===== src/rtl/elastic_addr_pipeline.sv =====
// Elastic {address,id} pipeline: DEPTH stages, each adding a fixed address offset, with
// per-stage bubble collapsing or lockstep stall, plus ID/all flush with a registered kill count.
module elastic_addr_pipeline #(
  parameter int ADDRESS_WIDTH = 32,
  parameter int ID_WIDTH      = 4,
  parameter int DEPTH         = 4,
  parameter int OFFSET_STRIDE = 3,
  parameter int COLLAPSE      = 1,
  localparam int CNT_W        = $clog2(DEPTH + 2),
  localparam int OCC_W        = $clog2(DEPTH + 1)
) (
  input  logic                     clk,
  input  logic                     reset_n,
  input  logic [ADDRESS_WIDTH-1:0] in_address,
  input  logic [ID_WIDTH-1:0]      in_id,
  input  logic                     in_valid,
  output logic                     out_stall,
  input  logic                     in_flush,
  input  logic                     in_flush_all,
  input  logic [ID_WIDTH-1:0]      in_flush_id,
  output logic [ADDRESS_WIDTH-1:0] out_address,
  output logic [ID_WIDTH-1:0]      out_id,
  output logic                     out_valid,
  input  logic                     in_stall,
  output logic                     out_flush,
  output logic [CNT_W-1:0]         out_flush_count,
  output logic [OCC_W-1:0]         out_occupancy
);

  logic [ADDRESS_WIDTH-1:0] addr_p [DEPTH];
  logic [ID_WIDTH-1:0]      id_p   [DEPTH];
  logic [DEPTH-1:0]         vld_p;
  logic [DEPTH-1:0]         vld_nxt;
  logic [DEPTH-1:0]         kill;
  logic [DEPTH:0]           rdy;
  logic                     xfer;
  logic                     drop;

  function automatic logic [ADDRESS_WIDTH-1:0] stage_offset(input int s);
    return ADDRESS_WIDTH'((s + 1) * OFFSET_STRIDE);
  endfunction

  function automatic logic [CNT_W-1:0] flush_count(input logic [DEPTH-1:0] k, input logic d);
    logic [CNT_W-1:0] c;
    c = CNT_W'(d);
    for (int i = 0; i < DEPTH; i++) c = c + CNT_W'(k[i]);
    return c;
  endfunction

  function automatic logic [OCC_W-1:0] occupancy(input logic [DEPTH-1:0] v);
    logic [OCC_W-1:0] c;
    c = '0;
    for (int i = 0; i < DEPTH; i++) c = c + OCC_W'(v[i]);
    return c;
  endfunction

  // Ready chain runs back from the consumer; the output entry that transfers is never killed.
  always_comb begin
    logic r;
    r    = !in_stall;
    rdy  = '0;
    kill = '0;
    rdy[DEPTH] = r;
    for (int s = DEPTH - 1; s >= 0; s--) begin
      if (COLLAPSE != 0) r = !vld_p[s] | r;
      else               r = !in_stall;
      rdy[s] = r;
    end
    xfer = vld_p[DEPTH-1] & !in_stall;
    for (int s = 0; s < DEPTH; s++)
      kill[s] = in_flush & vld_p[s] & (in_flush_all | (id_p[s] == in_flush_id))
                & !((s == DEPTH - 1) & xfer);
    drop = in_flush & in_valid & r & (in_flush_all | (in_id == in_flush_id));
  end

  always_comb begin
    vld_nxt    = '0;
    vld_nxt[0] = rdy[0] ? (in_valid & !drop) : (vld_p[0] & !kill[0]);
    for (int s = 1; s < DEPTH; s++)
      vld_nxt[s] = rdy[s] ? (vld_p[s-1] & !kill[s-1]) : (vld_p[s] & !kill[s]);
  end

  always_ff @(posedge clk or negedge reset_n) begin
    if (!reset_n) begin
      vld_p           <= '0;
      out_flush       <= 1'b0;
      out_flush_count <= '0;
      out_occupancy   <= '0;
      for (int s = 0; s < DEPTH; s++) begin
        addr_p[s] <= '0;
        id_p[s]   <= '0;
      end
    end else begin
      vld_p           <= vld_nxt;
      out_flush       <= in_flush;
      out_flush_count <= in_flush ? flush_count(kill, drop) : '0;
      out_occupancy   <= occupancy(vld_nxt);
      // stage 0: capture upstream only on acceptance
      if (rdy[0] & in_valid) begin
        addr_p[0] <= in_address + stage_offset(0);
        id_p[0]   <= in_id;
      end
      // stages 1..DEPTH-1: advance from the previous stage
      for (int s = 1; s < DEPTH; s++) begin
        if (rdy[s] & vld_p[s-1]) begin
          addr_p[s] <= addr_p[s-1] + stage_offset(s);
          id_p[s]   <= id_p[s-1];
        end
      end
    end
  end

  assign out_stall   = !rdy[0];
  assign out_address = addr_p[DEPTH-1];
  assign out_id      = id_p[DEPTH-1];
  assign out_valid   = vld_p[DEPTH-1];

endmodule


===== config.mk =====
export PLATFORM = sky130hd
export DESIGN_NAME = elastic_addr_pipeline
export DESIGN_NICKNAME = d
export VERILOG_FILES = /design/src/rtl/elastic_addr_pipeline.sv
export SDC_FILE = /design/constraint.sdc
export NUM_CORES = 1
export LEC_CHECK = 0
export ABC_AREA = 0
export CORE_MARGIN = 4
export CORE_UTILIZATION = 30
export CTS_BUF_LIST = sky130_fd_sc_hd__clkbuf_4
export CTS_CLUSTER_DIAMETER = 50
export DETAILED_ROUTE_END_ITERATION = 10
export SYNTH_ARGS = -nofsm -noshare
export SYNTH_HDL_FRONTEND = slang
export SYNTH_SLANG_ARGS = --single-unit

===== constraint.sdc =====
create_clock -name clk -period 3.7 [get_ports clk]
set_clock_uncertainty 0.2 [all_clocks]
set_input_delay 0.925 -clock clk [delete_from_list [all_inputs] [get_ports clk]]
set_output_delay 0.925 -clock clk [all_outputs]
set_load 0.02 [all_outputs]

After elaboration in Yosys (flattened, before gate mapping) --
Cells that the tools add are included. Widths: inputs -> output; s select.
Storage, ports and cells: output and inout port bits 45, register bits after elaboration 155
Operators by class: equality and inequality tests 5, mux-type cells 5, bitwise logic cells 31, add/subtract/negate cells 11, reduce and logical (&&, ||, !) cells 12
Operators with widths (count):
- $add 32x4->32 const B | 2
- $add 32x2->32 const B | 1
- $add 32x3->32 const B | 1
- $and 1x1->1 | 22
- $eq 4x4->1 | 5
- $logic_not 1->1 | 12
- $add 3x1->3 | 3
- $or 1x1->1 | 9
- $add 2x1->3 | 2
- $add 1x1->2 | 2
- $mux 1 | 4
- $mux 3 | 1

Longest topological paths before layout --
depth after elaboration 13, gate-level depth with buffers 11

Worst setup path before layout --
No wires, ideal clock.
path type input to register, start point in in_flush_id[0], end point reg out_flush_count[1], buffers on the path 1, required time 3.381 ns, arrival 3.071 ns, setup slack 0.310 ns, stages 11, cells stage by stage clkbuf_1 xnor2_1 a41oi_1 nor2_1 and2_1 fa_1 inv_1 fa_1 inv_1 ha_1 and2_1
Between the ends: word-level cells in the longest chain between the ends 8, elaborated cells between the ends (all ways) 21
Ends and longest elaborated chain:
- start: declaration | RTL line 20 | input logic [ID_WIDTH-1:0] in_flush_id,
- $eq 4x4->1 (on tied branches) | RTL line 73, 71
- $or 1x1->1 (on tied branches) | RTL line 73, 71
- $and 1x1->1 (on tied branches) | RTL line 73, 71
- $add 1x1->2 | RTL line 46 | for (int i = 0; i < DEPTH; i++) c = c + CNT_W'(k[i]);
- $add 2x1->3 | RTL line 46
- $add 3x1->3 | RTL line 46
- $add 3x1->3 (*) | RTL line 46
- $mux 3 (*) | RTL line 96 | out_flush_count <= in_flush ? flush_count(kill, drop) : '0;
- end signal: assignment | RTL line 96
- end: declaration | RTL line 26 | output logic [CNT_W-1:0] out_flush_count,
Mark *: on every way between the ends. The rest lies on a longest branch, timed or not. A chain may end at the register's enable or synchronous reset.

Worst setup path after layout --
start point in in_stall, end point out out_stall
Between the ends: word-level cells in the longest chain between the ends 6
Ends and longest elaborated chain:
- start: declaration | RTL line 24 | input logic in_stall,
- $logic_not 1->1 | RTL line 60 | r = !in_stall;
- $or 1x1->1 (4 in a row) | RTL line 65 | if (COLLAPSE != 0) r = !vld_p[s] | r;
- $logic_not 1->1 | RTL line 113 | assign out_stall = !rdy[0];
- end: declaration | RTL line 17 | output logic out_stall,
No other way between the ends.

==> results.txt <==
- The flow ran to the end, and the final reports show no timing, DRC or antenna violations.
- After synthesis the cells add up to between 8000 and 9000 sq um.
- Post-detailed-route wirelength per cell: 14.2 um
* Critical Path RT: 2570 ps
- Of the total power, the share spent switching nets is 0.357.
* Type of origin of the critical path: input port
* Setup bufs post-CTS: 0
* CTS Buf Count: 17
- In this run the count of I/O pins placed on the die edge is 91.
- LEAKAGE: around 3.8 nW
* Reg2reg start: id_p[8]
- The detailed router used layers up to and including met4.
- Clock tree from TritonCTS: built
* Area growth from synthesis to layout: 15.7%
- The H-tree generated during clock tree synthesis spans 4 levels.
- Of the synthesized area, sequential elements account for 0.444.
* Count of vias placed by the detailed router: 7032
- Before antenna repair, the detailed router went through 5 iterations.
- During placement, the flow inserted port buffers numbering 90.
- Entering global routing, the biggest net connects 78 pins.
* Setup WS pre-CTS: -107 ps
- The later pin in the worst-skew pair is clocked with a latency of 550 ps.
- The number of placed instances, taps included, is ~1400.
- Worst min path class: in2async
- Of the cells placed in the final design, the portion with a size suffix greater than 1 is 0.0550.
* Share of the cycle needed by the critical path after routing: 0.947
* Count of synthesis-stage warnings from yosys: 0
- Remaining design rule violation count: 0
* Floorplan die height: about 180 um
* Longest Clk Path Bufs: 2
- Placement Cell Area: ~9800 sq um
* Fraction of registers with async set/reset: 1.00
* Met1 Wirelength: 10600 um
- STA puts the critical path data arrival time at 2380 ps.
* Worst hold margin: 197 ps
- Number of distinct standard cells referenced by the synthesized netlist: 52
* Post_cts resized: 0
- After detailed routing, the number of vias per cell comes to 4.89.
- Final design instance area without fill: 10100 sq um
- Initial antenna violation count: 1
* Number of violations of the max-capacitance limit: 0
- Setup repair after global routing missed its margin: no
- Final count of pins violating max slew: 0
* Relative contribution of combinational cells to total power: 0.297
* Total negative slack for setup checks: 0 ps
* Flop-to-flop setup slack: 930 ps
- The die covers 31900 sq um.
- Power spread over the standard cell area amounts to 496 nW/um^2.
- Class of the most critical setup path: in2out
* Synthesis-stage register bit count: roughly 160
- The floorplan step set the die width to between 150 and 200 um.
- Yosys mapped a number of flops with a built-in enable equal to 0.
- VDD sags by at most 0.191 mV.
* First-iteration detailed-routing DRC count: 494
* Worst rel slew slack: 0.371
- Clock input transition at the sequential cells of the worst setup and hold paths: 120 ps
- Summed over all nets, the half-perimeter wirelength after detailed placement is 15400 um.
- Critical Path Sink: out_stall
- Hold Violations, Final: 0
- The first global-routing pass estimated between 30000 and 40000 um of wire.
- For this run, the leading register cell type out of synthesis is sky130_fd_sc_hd__dfrtp_1.
* Mapped Nets: 1056
- At the end of the flow the core is filled with cells to 0.352.
* Worst Setup End Kind: output port
- Vias in the first global route: ~6600
- The clock period could shrink to approximately 3500 ps.
* Final antenna-violating net count: 0
- Internal power comes to about 3.2 mW.
* Share of total power in the clock network: 0.213
- Setup violation total in the final timing report: 0
- Actual transition at the worst max-transition pin: 935 ps
- The critical path starts at in_stall.
- CTS saw 155 sinks.
* Gp weighted congestion: a little over 0.8
- For this run the aggregate overflow at the end of global routing stands at 0.
- The analysis attributes to net switching a power of 1.79 mW.
* # nets final: 1098
- In this run the critical register-to-register path is captured at out_flush_count[1].
* GR Util All Layers: 0.130
* Syn Inst Count: 1000
- Derived from the worst setup path, the maximum achievable clock frequency is 0.285 GHz.
- Summed over all nets, wire length on met2 after detailed routing comes to 8890 um.
- The floorplan has 62 rows.
- The core region is around 29000 sq um.
- Post-cts hold buffer count: 0
- Excluding fillers, the count of instances in the completed layout stands at between 1000 and 1500.
- In this run the worst path has a maximum fanout of 5.
* Average instance area after synthesis: ~8.7 sq um
* Clock root buffer master: sky130_fd_sc_hd__clkbuf_4
* Power share of the sequential group: 0.490
- The final layout contains routed wiring with a total length of 20400 um.
- For this configuration, the core starts out at a cell density of 0.305.
- Detail Route met3 WL: 760 um
- Counting cells, the worst reg-to-reg path comes to 10.
- PnR worst setup slack: 195 ps
* Overall power consumption: 5.01 mW
## metal layers
metal  vias to the layer above  global-route usage
met2                       126               0.201
met1                      3208               0.191
met5                         -                   0
met3                        10              0.0230
met4                         0              0.0278
li1                       3688                   -
## worst min-delay path by stage
stage	start	endpoint	slack, ps
CTS	reset_n	out_id[1]	180
floorplan	addr_p[96]	addr_p[64]	240
finish	reset_n	out_id[1]	200
global placement	out_address[0]	out_address[0]	270
global route	reset_n	out_id[1]	230
detailed placement	addr_p[33]	addr_p[33]	270
## logic make-up after synthesis
family / count (synthesis) / share of synthesized area
AND/OR/NAND/NOR: 443 / 0.255
AO/OA/AOI/OAI: 209 / 0.149
flip-flops: 155 / 0.444
buffers and inverters: 114 / 0.0660
XOR/XNOR: 69 / 0.0691
adder cells (fa/ha/maj): 10 / 0.0169
## power by group through the flow
stage / sequential (mW) / combinational (mW) / clock [mW]
after floorplan: 2.37 / 1.13 / 0
after detailed placement: 2.49 / 1.51 / 0
final: 2.46 / 1.49 / 1.07
after global routing: 2.53 / 1.66 / 1.17
after global placement: 2.47 / 1.49 / 0
after CTS: 2.46 / 1.52 / 1.11
## state kept, by name, summed over array words and instances (netlist names)
register         cells
out_id               4
addr_p              96
vld_p                4
out_address         32
out_flush_count      3
id_p                12
out_occupancy        3
out_flush            1
## cell type report
class | count | area, sq um
antenna | 1 | 2.50
clock buffer | 18 | 135
clock inverter | 13 | 153
fill | 3055 | 18600
inverter | 27 | 101
multi-input combinational | 731 | 4300
sequential | 155 | 3880
tap | 384 | 480
timing repair buffer | 110 | 1060
## Yosys cell counts (all sizes together) (2+ instances only)
library cell  instances  area, sq um
and2                  6         37.5
a41oi                 5         43.8
nand2b                2         12.5
nand3b                2         15.0
a31oi                64          400
or3                  19          120
o211ai                2         15.0
o31a                  3         26.3
dfrtp               155         3880
nor4                 10         62.6
nor3b                 3         22.5
nor4b                 3         26.3
o22ai                 2         12.5
clkbuf               43          161
and4                 11         96.3
and3                 12         75.1
nand4b                2         17.5
nand2               163          612
xnor2                52          455
nand3                39          195
nor2                 80          300
o31ai                41          308
or4                  49          372
o21ai                81          405
inv                  27          101
fa                    3         60.1
nand4                27          184
xor2                 17          149
buf                  44          314
ha                    7         87.6
nor3                 12         60.1
## critical path: stages
cell                              delay (ps)
sky130_fd_sc_hd__clkdlybuf4s50_1         580
sky130_fd_sc_hd__nand4_1                 140
sky130_fd_sc_hd__nor2_1                  110
sky130_fd_sc_hd__clkdlybuf4s50_1         610
## layout by cell type, fill, tap and decap left out, types with 39 or more instances in the layout
cell / Yosys / final
sky130_fd_sc_hd__a31oi_1: 64 / 64
sky130_fd_sc_hd__or4_1: 48 / 48
sky130_fd_sc_hd__clkdlybuf4s50_1: 0 / 89
sky130_fd_sc_hd__nor2_1: 80 / 79
sky130_fd_sc_hd__dfrtp_1: 155 / 155
sky130_fd_sc_hd__o21ai_0: 80 / 80
sky130_fd_sc_hd__nand3_1: 39 / 39
sky130_fd_sc_hd__o31ai_1: 41 / 41
sky130_fd_sc_hd__nand2_1: 163 / 163
sky130_fd_sc_hd__xnor2_1: 52 / 52
(Power assumes the default switching activity.)
==> RTL change: new RTL, same settings <==
Register the output `out_flush_count` once more, with the module's reset; this adds one clock of latency there. The other outputs are not delayed to match.
--- a/src/rtl/elastic_addr_pipeline.sv
+++ b/src/rtl/elastic_addr_pipeline.sv
@@ -26,6 +26,8 @@
   output logic [CNT_W-1:0]         out_flush_count,
   output logic [OCC_W-1:0]         out_occupancy
 );
+
+  logic [CNT_W-1:0] out_flush_count_s0;
 
   logic [ADDRESS_WIDTH-1:0] addr_p [DEPTH];
   logic [ID_WIDTH-1:0]      id_p   [DEPTH];
@@ -84,7 +86,7 @@
     if (!reset_n) begin
       vld_p           <= '0;
       out_flush       <= 1'b0;
-      out_flush_count <= '0;
+      out_flush_count_s0 <= '0;
       out_occupancy   <= '0;
       for (int s = 0; s < DEPTH; s++) begin
         addr_p[s] <= '0;
@@ -93,7 +95,7 @@
     end else begin
       vld_p           <= vld_nxt;
       out_flush       <= in_flush;
-      out_flush_count <= in_flush ? flush_count(kill, drop) : '0;
+      out_flush_count_s0 <= in_flush ? flush_count(kill, drop) : '0;
       out_occupancy   <= occupancy(vld_nxt);
       // stage 0: capture upstream only on acceptance
       if (rdy[0] & in_valid) begin
@@ -115,5 +117,13 @@
   assign out_id      = id_p[DEPTH-1];
   assign out_valid   = vld_p[DEPTH-1];
 
+  always_ff @(posedge clk or negedge reset_n) begin
+    if (!reset_n) begin
+      out_flush_count <= '0;
+    end else begin
+      out_flush_count <= out_flush_count_s0;
+    end
+  end
+
 endmodule
 
Behaviour: not the same (Yosys sat finds a counterexample within 4 cycles, from zero or initial values and one cycle with reset_n low).
==> RTL change against the original RTL <==
First-iteration DRC count shrank 34%; sequential cell count grew 3; wire length shrank 15%; setup slack lost 0.025 ns; final area shrank 2.0%; area after synthesis shrank 2.5%; power is essentially flat; critical path type unchanged; largest cell class unchanged.
==> RTL change: results <==
synth:
  yosys-top-cells-area: "dfrtp_1 46%, xor2_1 9.5%, nand2_1 7.0%"
  synth.distinct_cells: 46
  ys.flop_type: "dfrtp_1"
  syn_avg_cell_area_um2: 9.58
  synth-seq-area-share_pct: 46.4
  synth_common_cells: "160 x nand2_1, 158 x dfrtp_1, 104 x o21ai_0"
  yosys_warnings: 0
  syn_nets: 946
  async_reset_ff_share_pct: 100
sta:
  timing.hold.ws_ns: 0.0741
  worst_pin_slew_ns: 0.658
global_routing:
  grt_pass1_vias: 5743
  grt_max_degree: 75
  antenna_found_initial: 1
  grt_pass1_wl_mm: 29.6
  track_usage_pct: 11.5
setup_path:
  r2r-start: "id_p[13]$_DFFE_PN0P_"
  r2r_cells: 10
  regToRegSetupSlack_ns: 0.91
  slowest_delay_ns: 0.60
  critPathMaxFanout: 3
  cpMaxStageDelayCell: "clkdlybuf4s50_1"
  r2r-end: "out_flush_count_s0[1]$_DFF_PN0_"
placement:
  dpl.hpwl_mm: 13.2
  port_buffers: 90
  place.gp.congestion: 0.800
route:
  vias: 5967
  first_pass_iters: 4
  drt_iter0_drc: 324
  post_drt_wl_per_cell_um: 13.0
final_layout:
  fillers: 2904
  regMostFlops: "addr_p"
  nNetsFinal: 998
  drive_above_1_share_pct: 9.53
  largest_register_ffs: 96
clocking:
  cts_buffers: 17
  cts_resized: 0
  root_buffer: "clkbuf_4"
  htree_levels: 4
  cts_max_path_buffers: 2
  cts_setup_buffers: 0
  clk_pin_slew_ns: 0.13
worst_hold_path:
  hp-class: "in -> async"
power:
  peakVddDrop_mv: 0.179
  leakagePower_nw: 4.00
status:
  outcome: "finished, final reports clean"
==> RTL change: cell types whose count changed in the layout (fill, tap and decap cells not counted), moves of 24 or more <==
cell | before | now
xor2_1 | 17 | 92
a31oi_1 | 64 | 1
nor2_1 | 79 | 28
or4_1 | 48 | 0
o31ai_1 | 41 | 0
o21ai_0 | 80 | 104
==> RTL change: worst max-delay path by stage <==
stage | startpoint | end | slack (ns) | depth (start not counted)
CTS | in_stall | out_stall | 0.17 | 5
floorplan | in_flush_id[1] | out_flush_count_s0[1]$_DFF_PN0_ | 0.34 | 11
global placement | in_flush_id[3] | out_flush_count_s0[1]$_DFF_PN0_ | -0.09 | 11
global route | in_stall | out_stall | 0.11 | 5
finish | in_stall | out_stall | 0.17 | 5
detailed placement | in_flush_id[3] | out_flush_count_s0[1]$_DFF_PN0_ | -0.1 | 11
==> RTL change: cell families (layout without fill, tap and decap cells) <==
kind of cell	count (synthesis)	after routing	synth area share, %
AO/OA/AOI/OAI	139	139	8.62
buffers and inverters	89	154	5.75
XOR/XNOR	136	136	14.0
other	0	1	0
adder cells (fa/ha/maj)	10	10	1.73
multiplexers	23	23	3.04
AND/OR/NAND/NOR	335	335	20.5
flip-flops	158	158	46.4
==> RTL change: per-stage QoR <==
step | total power, mW | setup WS, ns | cell area, um2 | std cells
2_1_floorplan | 3.57 | 0.340 | 8520 | 890
3_3_place_gp | 4.03 | -0.0920 | 9630 | 1301
3_5_place_dp | 4.07 | -0.0992 | 9630 | 1301
4_1_cts | 5.09 | 0.169 | 9900 | 1333
5_1_grt | 5.37 | 0.113 | 9910 | 1334
6_report | 5.01 | 0.170 | 9910 | 1334
==> RTL change: critical path, delay by kind of cell <==
family / cells / cell delay [ns]
buffers and inverters: 3 / 1.16
and+or+nand+nor: 2 / 0.32
==> RTL change: layer usage <==
layer / vias to the layer above / wire (um) / track usage, % / part of all wire, %
li1: 3112 / - / - / -
met1: 2744 / 9350 / 17.7 / 54
met2: 95 / 7110 / 16.1 / 41
met3: 16 / 619 / 2.36 / 3.6
met4: 0 / 221 / 3.42 / 1.3
met5: - / 0 / 0 / 0
==> RTL change: layout make-up <==
type / count / area share, %
inverter: 17 / 0.644
clock inverter: 15 / 1.48
sequential: 158 / 39.9
clock buffer: 17 / 1.29
tap: 378 / 4.77
multi-input combinational: 643 / 41.3
timing repair buffer: 105 / 10.6
antenna: 1 / 0.0253
==> RTL change: report_power, final <==
part	leakage (nW)	switching, mW	internal (mW)
clock network	0.136	0.616	0.395
registers	1.98	0.405	2.13
logic	1.88	0.751	0.717
total	4.00	1.77	3.24
